**config.mk**
```make
export PLATFORM = sky130hd
export DESIGN_NAME = konami_bus_decoder_flat
export DESIGN_NICKNAME = d
export VERILOG_FILES = /design/src/rtl/konami_bus_if.sv /design/src/rtl/konami_bus_decoder.sv /design/src/flat_wrapper.sv
export SDC_FILE = /design/constraint.sdc
export NUM_CORES = 1
export LEC_CHECK = 0
export ABC_AREA = 0
export CORE_MARGIN = 3
export CORE_UTILIZATION = 35
export DETAILED_ROUTE_END_ITERATION = 10
export PLACE_DENSITY = 0.72
export SETUP_SLACK_MARGIN = 0.02
export SYNTH_ARGS = -nofsm -noshare
export SYNTH_HDL_FRONTEND = slang
export SYNTH_SLANG_ARGS = --single-unit
```
**constraint.sdc**
```tcl
create_clock -name clk -period 2.6 [get_ports clk]
set_input_delay 0.39 -clock clk [delete_from_list [all_inputs] [get_ports clk]]
set_output_delay 0.39 -clock clk [all_outputs]
set_load 0.03 [all_outputs]
```
**src/rtl/konami_bus_if.sv**
```systemverilog
// CPU-side bus of the Konami address decoder: strobe, address, write data and
// region enables in; chip selects, bank latch, ready and decode error out.
interface konami_bus_if #(
    parameter int ADDR_W = 16,
    parameter int NREG   = 8,
    parameter int BANK_W = 5
);
    logic              AS;
    logic              RW;
    logic [ADDR_W-1:0] A;
    logic [7:0]        DIN;
    logic [NREG-1:0]   REGION_EN;
    logic [NREG-1:0]   CS_N;
    logic [BANK_W-1:0] BANK;
    logic              RDY;
    logic              DEC_ERR;

    modport master (
        output AS, RW, A, DIN, REGION_EN,
        input  CS_N, BANK, RDY, DEC_ERR
    );

    modport slave (
        input  AS, RW, A, DIN, REGION_EN,
        output CS_N, BANK, RDY, DEC_ERR
    );
endinterface

```
**src/rtl/konami_bus_decoder.sv**
```systemverilog
// Clocked address decoder: registered active-low chip selects, a bank latch
// whose MSB reroutes banked windows to ALT_REG, per-region wait states and
// an unmapped-access flag.
module konami_bus_decoder #(
    parameter int                     ADDR_W      = 16,
    parameter int                     NREG        = 8,
    parameter int                     BANK_W      = 5,
    parameter int                     WS_W        = 3,
    parameter logic [NREG*ADDR_W-1:0] REGION_BASE = {16'hE000, 16'hC000, 16'hA000, 16'h8000,
                                                     16'h6000, 16'h4000, 16'h2000, 16'h0000},
    parameter logic [NREG*ADDR_W-1:0] REGION_MASK = {8{16'hE000}},
    parameter logic [NREG*WS_W-1:0]   REGION_WS   = {3'd1, 3'd1, 3'd2, 3'd2,
                                                     3'd1, 3'd0, 3'd3, 3'd0},
    parameter logic [NREG-1:0]        BANKED      = 8'b0001_0000,
    parameter int                     ALT_REG     = 0,
    parameter logic [ADDR_W-1:0]      BANK_ADDR   = 16'h1F90
) (
    input  logic         clk,
    input  logic         reset_n,
    konami_bus_if.slave  bus
);

    localparam int SEL_W = (NREG > 1) ? $clog2(NREG) : 1;

    typedef enum logic [1:0] {
        IDLE   = 2'd0,
        WAIT   = 2'd1,
        ACTIVE = 2'd2,
        ERR    = 2'd3
    } state_t;

    state_t            r_state;
    logic [NREG-1:0]   r_cs_n;
    logic [BANK_W-1:0] r_bank;
    logic              r_rdy;
    logic              r_dec_err;
    logic [WS_W-1:0]   r_cnt;

    logic [NREG-1:0]   w_hit;
    logic              w_any;
    logic [SEL_W-1:0]  w_win;
    logic [SEL_W-1:0]  w_sel;
    logic [WS_W-1:0]   w_ws;
    logic              w_bank_wr;
    logic [BANK_W-1:0] w_bank_nxt;

    // Per-region masked compare, gated by the live region enable
    always_comb begin
        w_hit = '0;
        for (int i = 0; i < NREG; i++)
            w_hit[i] = bus.REGION_EN[i] &&
                       (((bus.A ^ REGION_BASE[i*ADDR_W +: ADDR_W]) &
                         REGION_MASK[i*ADDR_W +: ADDR_W]) == '0);
    end

    // Lowest hitting index wins; a banked winner moves to ALT_REG when the bank MSB is set
    always_comb begin
        w_win = '0;
        for (int i = NREG - 1; i >= 0; i--)
            if (w_hit[i]) w_win = SEL_W'(i);
        w_any = |w_hit;
        w_sel = (BANKED[w_win] && r_bank[BANK_W-1]) ? SEL_W'(ALT_REG) : w_win;
        w_ws  = REGION_WS[w_sel*WS_W +: WS_W];
    end

    // Bank latch is write-only at a full address match; the decode above still uses the old value
    assign w_bank_wr  = !bus.RW && (bus.A == BANK_ADDR);
    assign w_bank_nxt = BANK_W'(bus.DIN);

    // Access FSM with registered chip selects, ready and error flag
    always_ff @(posedge clk or negedge reset_n) begin
        if (!reset_n) begin
            r_state   <= IDLE;
            r_cs_n    <= '1;
            r_bank    <= '0;
            r_rdy     <= 1'b0;
            r_dec_err <= 1'b0;
            r_cnt     <= '0;
        end else if (bus.AS) begin
            // strobe released: end or abort whatever was in flight
            r_state   <= IDLE;
            r_cs_n    <= '1;
            r_rdy     <= 1'b0;
            r_dec_err <= 1'b0;
            r_cnt     <= '0;
        end else begin
            case (r_state)
                IDLE: begin
                    if (w_bank_wr) r_bank <= w_bank_nxt;
                    if (w_any) begin
                        r_cs_n <= ~(NREG'(1) << w_sel);
                        if (w_ws == '0) begin
                            r_state <= ACTIVE;
                            r_rdy   <= 1'b1;
                        end else begin
                            r_state <= WAIT;
                            r_rdy   <= 1'b0;
                            r_cnt   <= w_ws - WS_W'(1);
                        end
                    end else begin
                        r_state   <= ERR;
                        r_dec_err <= 1'b1;
                        r_rdy     <= 1'b1;
                    end
                end
                WAIT: begin
                    if (r_cnt == '0) begin
                        r_state <= ACTIVE;
                        r_rdy   <= 1'b1;
                    end else begin
                        r_cnt <= r_cnt - WS_W'(1);
                    end
                end
                default: ; // ACTIVE / ERR hold until AS goes high
            endcase
        end
    end

    assign bus.CS_N    = r_cs_n;
    assign bus.BANK    = r_bank;
    assign bus.RDY     = r_rdy;
    assign bus.DEC_ERR = r_dec_err;

endmodule
```
**src/flat_wrapper.sv**
```systemverilog
// flat-port wrapper written by rule: the top's interface ports become plain ports
module konami_bus_decoder_flat 
#(
    parameter int                     ADDR_W      = 16,
    parameter int                     NREG        = 8,
    parameter int                     BANK_W      = 5,
    parameter int                     WS_W        = 3,
    parameter logic [NREG*ADDR_W-1:0] REGION_BASE = {16'hE000, 16'hC000, 16'hA000, 16'h8000,
                                                     16'h6000, 16'h4000, 16'h2000, 16'h0000},
    parameter logic [NREG*ADDR_W-1:0] REGION_MASK = {8{16'hE000}},
    parameter logic [NREG*WS_W-1:0]   REGION_WS   = {3'd1, 3'd1, 3'd2, 3'd2,
                                                     3'd1, 3'd0, 3'd3, 3'd0},
    parameter logic [NREG-1:0]        BANKED      = 8'b0001_0000,
    parameter int                     ALT_REG     = 0,
    parameter logic [ADDR_W-1:0]      BANK_ADDR   = 16'h1F90
)
  (clk, reset_n, bus_AS, bus_RW, bus_A, bus_DIN, bus_REGION_EN, bus_CS_N, bus_BANK, bus_RDY, bus_DEC_ERR);
  konami_bus_if #(.ADDR_W(ADDR_W), .NREG(NREG), .BANK_W(BANK_W)) bus_i ();
  input  logic clk;
  input  logic reset_n;
  input wire logic [$bits(bus_i.AS)-1:0] bus_AS;
  input wire logic [$bits(bus_i.RW)-1:0] bus_RW;
  input wire logic [$bits(bus_i.A)-1:0] bus_A;
  input wire logic [$bits(bus_i.DIN)-1:0] bus_DIN;
  input wire logic [$bits(bus_i.REGION_EN)-1:0] bus_REGION_EN;
  output wire logic [$bits(bus_i.CS_N)-1:0] bus_CS_N;
  output wire logic [$bits(bus_i.BANK)-1:0] bus_BANK;
  output wire logic [$bits(bus_i.RDY)-1:0] bus_RDY;
  output wire logic [$bits(bus_i.DEC_ERR)-1:0] bus_DEC_ERR;
  assign bus_i.AS = bus_AS;
  assign bus_i.RW = bus_RW;
  assign bus_i.A = bus_A;
  assign bus_i.DIN = bus_DIN;
  assign bus_i.REGION_EN = bus_REGION_EN;
  assign bus_CS_N = bus_i.CS_N;
  assign bus_BANK = bus_i.BANK;
  assign bus_RDY = bus_i.RDY;
  assign bus_DEC_ERR = bus_i.DEC_ERR;
  konami_bus_decoder #(.ADDR_W(ADDR_W), .NREG(NREG), .BANK_W(BANK_W), .WS_W(WS_W), .REGION_BASE(REGION_BASE), .REGION_MASK(REGION_MASK), .REGION_WS(REGION_WS), .BANKED(BANKED), .ALT_REG(ALT_REG), .BANK_ADDR(BANK_ADDR)) u_core (.clk(clk), .reset_n(reset_n), .bus(bus_i));
endmodule
```
* Word-level counts from Yosys, hierarchy flattened
Memory sizes are Yosys's and may differ from the RTL's. Index checks and enable logic that the tools add are counted.
Storage, ports and cells: flip-flop bits (word level) 20, bits in latches 0, memory bits (writable) 0, bits in read-only memories 8, bits of input ports 36, word-level logic and storage cells 91, memories 1
Memories:
- (name not given) | depth 8, width 1, rd ports 1, clocked after memory_dff 0, write ports 0, RTL line konami_bus_decoder.sv:62 | w_sel = (BANKED[w_win] && r_bank[BANK_W-1]) ? SEL_W'(ALT_REG) : w_win;
Cells by class: $add $sub $neg 2, multiply operators 1, div/mod/pow operators 0, magnitude comparators 1, equal/unequal tests 7, shift operators 2, muxes and demuxes 31, bitwise logic cells 9, reductions and logical operators 31
Operator list (count):
- 16-bit logical NOT | 8
- 3-bit two-way mux | 13
- 8-bit two-way mux | 3
- 24-bit by 6-bit variable part select with 3-bit output, first input constant | 1
- 16-bit by 13-bit == test with 1-bit output, second input constant | 1
- 1-bit logical AND | 10
- 1-bit two-way mux | 8
- 2-bit two-way mux | 4
- 8-bit NOT | 1
- 8-bit OR reduction | 1
- 1-bit by 3-bit << shifter with 8-bit output, first input constant | 1
- 3-bit logical NOT | 2
- 3-bit by 2-bit != test with 1-bit output, second input constant | 2
- 3-bit != test, second input constant | 2
- 2-bit NOT | 3
- 3-bit case mux with 2 select lines | 1
- 2-bit AND reduction | 3
- 3-bit by 1-bit subtractor with 3-bit output, second input constant | 2
- 3-bit by 2-bit multiplier with 5-bit output, second input constant | 1
- 3-bit by 4-bit less-than comparator with 1-bit output, second input constant | 1
- 1-bit NOT | 4
- 2-bit case mux with 2 select lines | 1
- 4-bit AND reduction | 1
- 2-bit nonzero test | 2
- other kinds (8) | 8

* Logic depth before layout (Yosys ltp)
depth in word-level cells 22, gate-level depth with buffers 9, depth with buffers taken out 8

* Least setup slack after synthesis
No wires, ideal clock.
path type input port to flip-flop, start point input bus_A[13], end point register u_core.r_cnt[2], arrival time 1.898 ns, data required time 2.522 ns, path slack 0.624 ns, stages on the path 9, path through buf_4 > mux2i_2 > or3_4 > nand3_1 > a22oi_1 > ha_1 > nand2b_1 > a21bo_2 > a21oi_1
Between the ends: word-level cells in the longest chain between the ends 22, elaborated cells between the ends (all ways) 44
RTL lines:
- from (decl) | RTL line flat_wrapper.sv:23 | input wire logic [$bits(bus_i.A)-1:0] bus_A;
- 3-bit NOT (no source line)
- 16-bit logical NOT | RTL line konami_bus_decoder.sv:52 | (((bus.A ^ REGION_BASE[i*ADDR_W +: ADDR_W]) &
- 1-bit logical AND | RTL line konami_bus_decoder.sv:51 | w_hit[i] = bus.REGION_EN[i] &&
- 3-bit two-way mux (8 in series) | RTL line konami_bus_decoder.sv:60 | if (w_hit[i]) w_win = SEL_W'(i);
- memory 8 x 1 bit
- 1-bit two-way mux (not written as such) | RTL line konami_bus_decoder.sv:62
- 1-bit logical AND | RTL line konami_bus_decoder.sv:62
- 3-bit two-way mux | RTL line konami_bus_decoder.sv:62
- 3-bit by 2-bit multiplier with 5-bit output | RTL line konami_bus_decoder.sv:63 | w_ws = REGION_WS[w_sel*WS_W +: WS_W];
- 24-bit by 6-bit variable part select with 3-bit output | RTL line konami_bus_decoder.sv:63
- 3-bit by 1-bit subtractor with 3-bit output | RTL line konami_bus_decoder.sv:98 | r_cnt <= w_ws - WS_W'(1);
- 3-bit two-way mux | RTL line konami_bus_decoder.sv:92 | if (w_ws == '0) begin
- 3-bit two-way mux | RTL line konami_bus_decoder.sv:90 | if (w_any) begin
- 3-bit case mux with 2 select lines | RTL line konami_bus_decoder.sv:87 | case (r_state)
- 3-bit two-way mux | RTL line konami_bus_decoder.sv:79 | end else if (bus.AS) begin
- to (signal assigned) | RTL line konami_bus_decoder.sv:98
- to (signal assigned) | RTL line konami_bus_decoder.sv:111 | r_cnt <= r_cnt - WS_W'(1);
- to (decl) | RTL line konami_bus_decoder.sv:37 | logic [WS_W-1:0] r_cnt;
Parallel ways exist; a longest one is shown, timed or not. The select of a mux whose other input is x is not followed. A chain may end at the register's enable or synchronous reset.

* Worst setup path in the final report
Ends and elaborated chain as after synthesis.

==> flow_summary.toml <==
[sta]
setup_viol = 0
rsz0062_at_grt = "false"
final.setup.tns_ns = 0
relSlewSlack_pct = 43.8
skew_ns = 0.000444
worst_slew_pin_slew_ns = 0.840
hold_viol = 0
min_period_over_period_pct = 88.1
drv_slew = 0
period_minus_slack_ns = 2.29
worst_slack_ns = 0.310
fmax_mhz = 437

[place]
place_hpwl_mm = 2.27
dp_cells = 190
gp_congestion = 0.792
dp_slack_ns = 0.0256
numPortBuffers = 47

[setup_path]
endpoint_kind = "flip-flop"
worstSetupPathType = "in -> reg"
start_kind = "primary input"
cp_data_arrival_time_ns = 2.52
worstSetupStartpoint = "bus_A[13]"
cp.required_ns = 2.83
cp_max_fo = 7
reg2reg_from = "u_core.r_state[0]"

[drt]
drtIter0Drc = 21
drc = 0
vias_per_cell = 5.08
vias = 986
totalWireLength_mm = 2.87
drt-pass1-iter-count = 4
wl_per_cell_microns = 14.8
antenna_left = 0

[global_routing]
antenna_found_initial = 0
grt_max_degree = 20
grt-ovfl-total = 0
grt_pass1_wl_mm = 4.88
grt_use_total_pct = 15.0
grt_pass1_vias = 1007

[status]
run_status = "finished clean"

[synth]
netlist_area_sq_mm = 0.00115
ys_types = 47
synth.area.top_cells = "dfrtp_1, dfstp_2, mux2_2, o32a_1, mux2i_1"
synth_warnings = 0
syn_nets = 135
synth_top_area_cell = "dfrtp_1"
synthArstFlopShare_pct = 100
ys_seq_elements = 19
ys_top_cells_by_count = "dfrtp_1, dfstp_2, nor2_1"
synthFlopType = "dfrtp_1"
synthCells = 98
yosysSeqAreaShare_pct = 42.4
syn_avg_cell_area_sq_um = 11.7
synth_top_area_share_pct = 24.0
synth_most_common_cell = "dfrtp_1"
synth_edf_count = 0

[finish]
n_antenna_cell = 0
final_cell_count_no_fill = 194
area_growth_pct = 49.0
nNetsFinal = 188
fill_cells = 290
drive_gt1_share_pct = 25.3

[floorplan]
start_util_pct = 37.2
pin_count = 51
rows = 20
dieArea_sq_mm = 0.00400
core_area_sq_mm = 0.00308
die_width_microns = 63.2
die_y_microns = 63.2

[power_and_ir_drop]
switching_share_pct = 35.4
p_leak_nw = 0.675
power_frac_comb_pct = 40.7
pwr-share-clk_pct = 16.3
irDropWorstVdd_mv = 0.353
power_density_mw_per_mm2 = 527
p_seq_share_pct = 43.0
netSwitchingPower_mw = 0.318
p_int_mw = 0.582

[clock_network]
htree_levels = 1
clock_path_buffers = 2
cts_setup_buffers = 0
cts_made_buffers = 3
clock_latency_ns = 0.29
cts_resized = 0
cts_root_buf = "clkbuf_4"
cts_tree = "built"
hold_buffers = 0
clock-sinks = 19
clkTransAtPathRegs_ns = 0.10

[hold_path]
worstHoldPathType = "reg -> reg"
min_from = "u_core.bus.CS_N[7]"

[run]
maxCapViolations = 0
path summary, 6_finish.rpt:
check                      slack, ns  cells past startpoint                 end
max reg2reg                     0.67                      4  u_core.bus.BANK[0]
max                             0.31                      9     u_core.r_cnt[2]
min                             0.51                      1  u_core.bus.CS_N[7]
min reg2reg                     0.51                      1  u_core.bus.CS_N[7]
max in group asynchronous       1.52                      1     u_core.r_cnt[1]
min in group asynchronous       0.57                      1     u_core.r_cnt[0]
layout make-up:
| class | instances | area [sq um] | area share [%] |
|---|---|---|---|
| Tap cell | 44 | 55.1 | 3.22 |
| Sequential cell | 19 | 485 | 28.4 |
| Timing Repair Buffer | 52 | 508 | 29.7 |
| Clock buffer | 4 | 26.3 | 1.54 |
| Multi-Input combinational cell | 72 | 622 | 36.4 |
| Inverter | 3 | 11.3 | 0.659 |
power by group through the flow:
stage,Sequential (mW),Combinational (mW),Clock (mW)
final,0.387,0.367,0.147
after global placement,0.390,0.356,0
after global routing,0.394,0.399,0.165
after detailed placement,0.391,0.368,0
after floorplan,0.400,0.225,0
after CTS,0.386,0.368,0.153
flip-flops by register name (all words and copies together) (netlist names):
name,flops
u_core.r_state,2
u_core.bus.BANK,5
u_core.r_cnt,3
u_core.bus.CS_N,8
u_core.bus.DEC_ERR,1
cell families (layout without fill, tap and decap cells):
| group | count (synthesis) | after routing | synth area share (%) |
|---|---|---|---|
| fa+ha+maj | 1 | 1 | 1.09 |
| flops | 19 | 19 | 42.4 |
| mux | 12 | 12 | 11.6 |
| simple gates | 34 | 34 | 19.4 |
| buf+inv | 7 | 59 | 3.38 |
| compound gates | 25 | 25 | 22.2 |
stage by stage:
step                hold WS [ns]  power, mW  util, %  instance area [sq um]
floorplan                 0.0944      0.625        -                   1150
global placement           0.480      0.746     54.6                   1680
detailed placement         0.493      0.759     54.6                   1680
CTS                        0.513      0.908     55.5                   1710
global route               0.524      0.958     55.5                   1710
finish                     0.509      0.900     55.5                   1710
cells in the final DEF, fill, tap and decap left out, drive strengths merged, types with 4 or more instances in the layout:
cell type      synthesis  final
nand3                  4      4
mux2i                  5      5
nor2                   9      9
buf                    3      5
mux2                   7      7
clkbuf                 1      4
dfstp                  8      8
nand2b                 4      4
dfrtp                 11     11
o32a                   5      5
clkdlybuf4s50          0     47
nand2                  4      4
worst max-delay path, cell delays in order:
cell and delay (ns):
clkdlybuf4s50_1 0.56, mux2i_2 0.26, or3_4 0.40, nand3_1 0.12
a22oi_1 0.08, ha_1 0.22, nand2b_1 0.15, a21bo_2 0.22
a21oi_1 0.11
per-layer routing:
layer	vias up	GRT usage, %	part of all wire, %
met4	0	4.85	1.2
met1	471	19.8	43
met2	31	24.8	49
met3	5	2.85	6.7
met5	-	0	0
li1	479	-	-
Power figures use the tool's default switching activity.
==> variant: new RTL, same settings <==
`BANKED` is set to 8'b0001_0000 in 2 places; all go to 8'b00001100.
--- a/src/rtl/konami_bus_decoder.sv
+++ b/src/rtl/konami_bus_decoder.sv
@@ -13,3 +13,3 @@
                                                      3'd1, 3'd0, 3'd3, 3'd0},
-    parameter logic [NREG-1:0]        BANKED      = 8'b0001_0000,
+    parameter logic [NREG-1:0]        BANKED      = 8'b00001100,
     parameter int                     ALT_REG     = 0,
--- a/src/flat_wrapper.sv
+++ b/src/flat_wrapper.sv
@@ -12,3 +12,3 @@
                                                      3'd1, 3'd0, 3'd3, 3'd0},
-    parameter logic [NREG-1:0]        BANKED      = 8'b0001_0000,
+    parameter logic [NREG-1:0]        BANKED      = 8'b00001100,
     parameter int                     ALT_REG     = 0,
Check against the original RTL: not equivalent (Yosys sat finds a counterexample within 4 cycles, from zero or initial values and one cycle with reset_n low).
==> variant against the unedited design <==
Setup slack worse by 0.098 ns; final area up 5.4%; core utilization increased by 3.0 points; maximum frequency down 4.1%; synthesized area shrank 0.76%; sequential cell count stayed put; global-route usage increased by 1.2 points; wire length rose by 6.7%; via count is 9.9% higher; sequential share of layout area decreased by 1.5 points; total power grew 9.2%; clock skew increased by 0.0047 ns; critical endpoint unchanged; largest power group is now combinational logic; highest routed layer unchanged.
==> variant: results (changes against the unedited design) <==
stage	metric	value	unit	change
cells_and_area	seq_share	27.0	%	-1.5 points
synthesis	synth_common_cells	11 x dfrtp_1, 8 x dfstp_2, 7 x mux2_2		
synthesis	yosysSeqAreaShare	42.7	%	+0.33 points
cells_and_area	nets	204		+8.5%
place	dpl_cell_area	0.00174	mm^2	+3.5%
cells_and_area	drive_above_1_share	25.3	%	-0.032 points
timing	clock_skew	0.00517	ns	+0.00473 ns
grt	grt_use_total	16.2	%	+1.2 points
cells_and_area	clock_area_share	1.46	%	-0.079 points
cells_and_area	fill_cells	279		-3.8%
grt	grt_pass1_wl	5160	um	+5.8%
cells_and_area	multi_input_area_share	35.6	%	-0.76 points
clock_network	cts_resized	1		+1
detailed_routing	viasPerCell	5.16		+1.6%
place	dp_cells	205		+7.9%
cells_and_area	nMultiInputCombCells	79		+9.7%
detailed_routing	finalWirelength	3060	um	+6.7%
cells_and_area	non_clock_buffer_area_share	32.2	%	+2.5 points
synthesis	synth_area_leaders	dfrtp_1 24%, dfstp_2 18%, mux2_2 6.9%, a2bb2oi_1 4.6%, mux2i_1 3.5%		
critical_path	critPathTopFamily	compound AO/OA/AOI/OAI gates		
detailed_routing	wl_per_cell	14.6	um	-1.5%
timing	maxSlewHeadroom	42.5	%	-1.3 points
detailed_routing	first_iter_violations	25		+19%
min_path	hold_depth	2		+1
critical_path	arrival	2.61	ns	+0.09 ns
power	ir_drop	0.000354	V	+0.22%
synthesis	synth_cell_types	42		-11%
place	globalplace.congestion	0.793		+0.11%
grt	grt_pass1_vias	1100		+9.2%
place	hpwl	2480	um	+9.3%
outcome	outcome	finished, final reports clean		
variant: metrics by stage:
step / total power, mW / hold WS, ns / worst slack, ns
floorplan: 0.683 / 0.0944 / 0.308
global placement: 0.821 / 0.482 / -0.236
detailed placement: 0.833 / 0.491 / -0.298
CTS: 0.985 / 0.514 / 0.0539
global route: 1.05 / 0.525 / 0.0757
finish: 0.984 / 0.508 / 0.212
variant: path summary, 6_finish.rpt:
kind	end	slack, ns	start
max	u_core.r_cnt[2]	0.21	bus_REGION_EN[3]
min	u_core.bus.DEC_ERR	0.51	u_core.bus.DEC_ERR
max reg2reg	u_core.bus.BANK[2]	0.39	u_core.r_state[1]
min reg2reg	u_core.bus.DEC_ERR	0.51	u_core.bus.DEC_ERR
max in group asynchronous	u_core.bus.DEC_ERR	1.50	reset_n
min in group asynchronous	u_core.bus.BANK[1]	0.57	reset_n
variant: cell families after synthesis:
group                    Yosys count  share of synthesized area, %
buffers and inverters              6                          2.75
multiplexers                      11                          10.5
AND/OR/NAND/NOR                   35                          20.0
flip-flops                        19                          42.7
AO/OA/AOI/OAI                     32                          23.0
adder cells (fa/ha/maj)            1                          1.10
variant: power by group:
part | internal [mW] | switching (mW) | leakage [nW] | total, mW
registers | 0.341 | 0.0709 | 0.232 | 0.412
clock network | 0.0598 | 0.0883 | 0.0150 | 0.148
logic | 0.221 | 0.202 | 0.499 | 0.423
total | 0.622 | 0.361 | 0.745 | 0.984
variant: layer usage:
metal	GRT usage (%)	wire, um	up-vias
met5	0	0	-
met4	4.96	44	0
met3	1.44	80	5
met2	29.6	1690	25
met1	19.9	1240	529
li1	-	-	525
variant: worst register-to-register path, stage by stage, from the launching register on:
cell	delay, ns
dfrtp_1	0.55
or3_4	0.43
nor4b_2	0.26
nand3_1	0.16
nor3_4	0.33
mux2_2	0.38
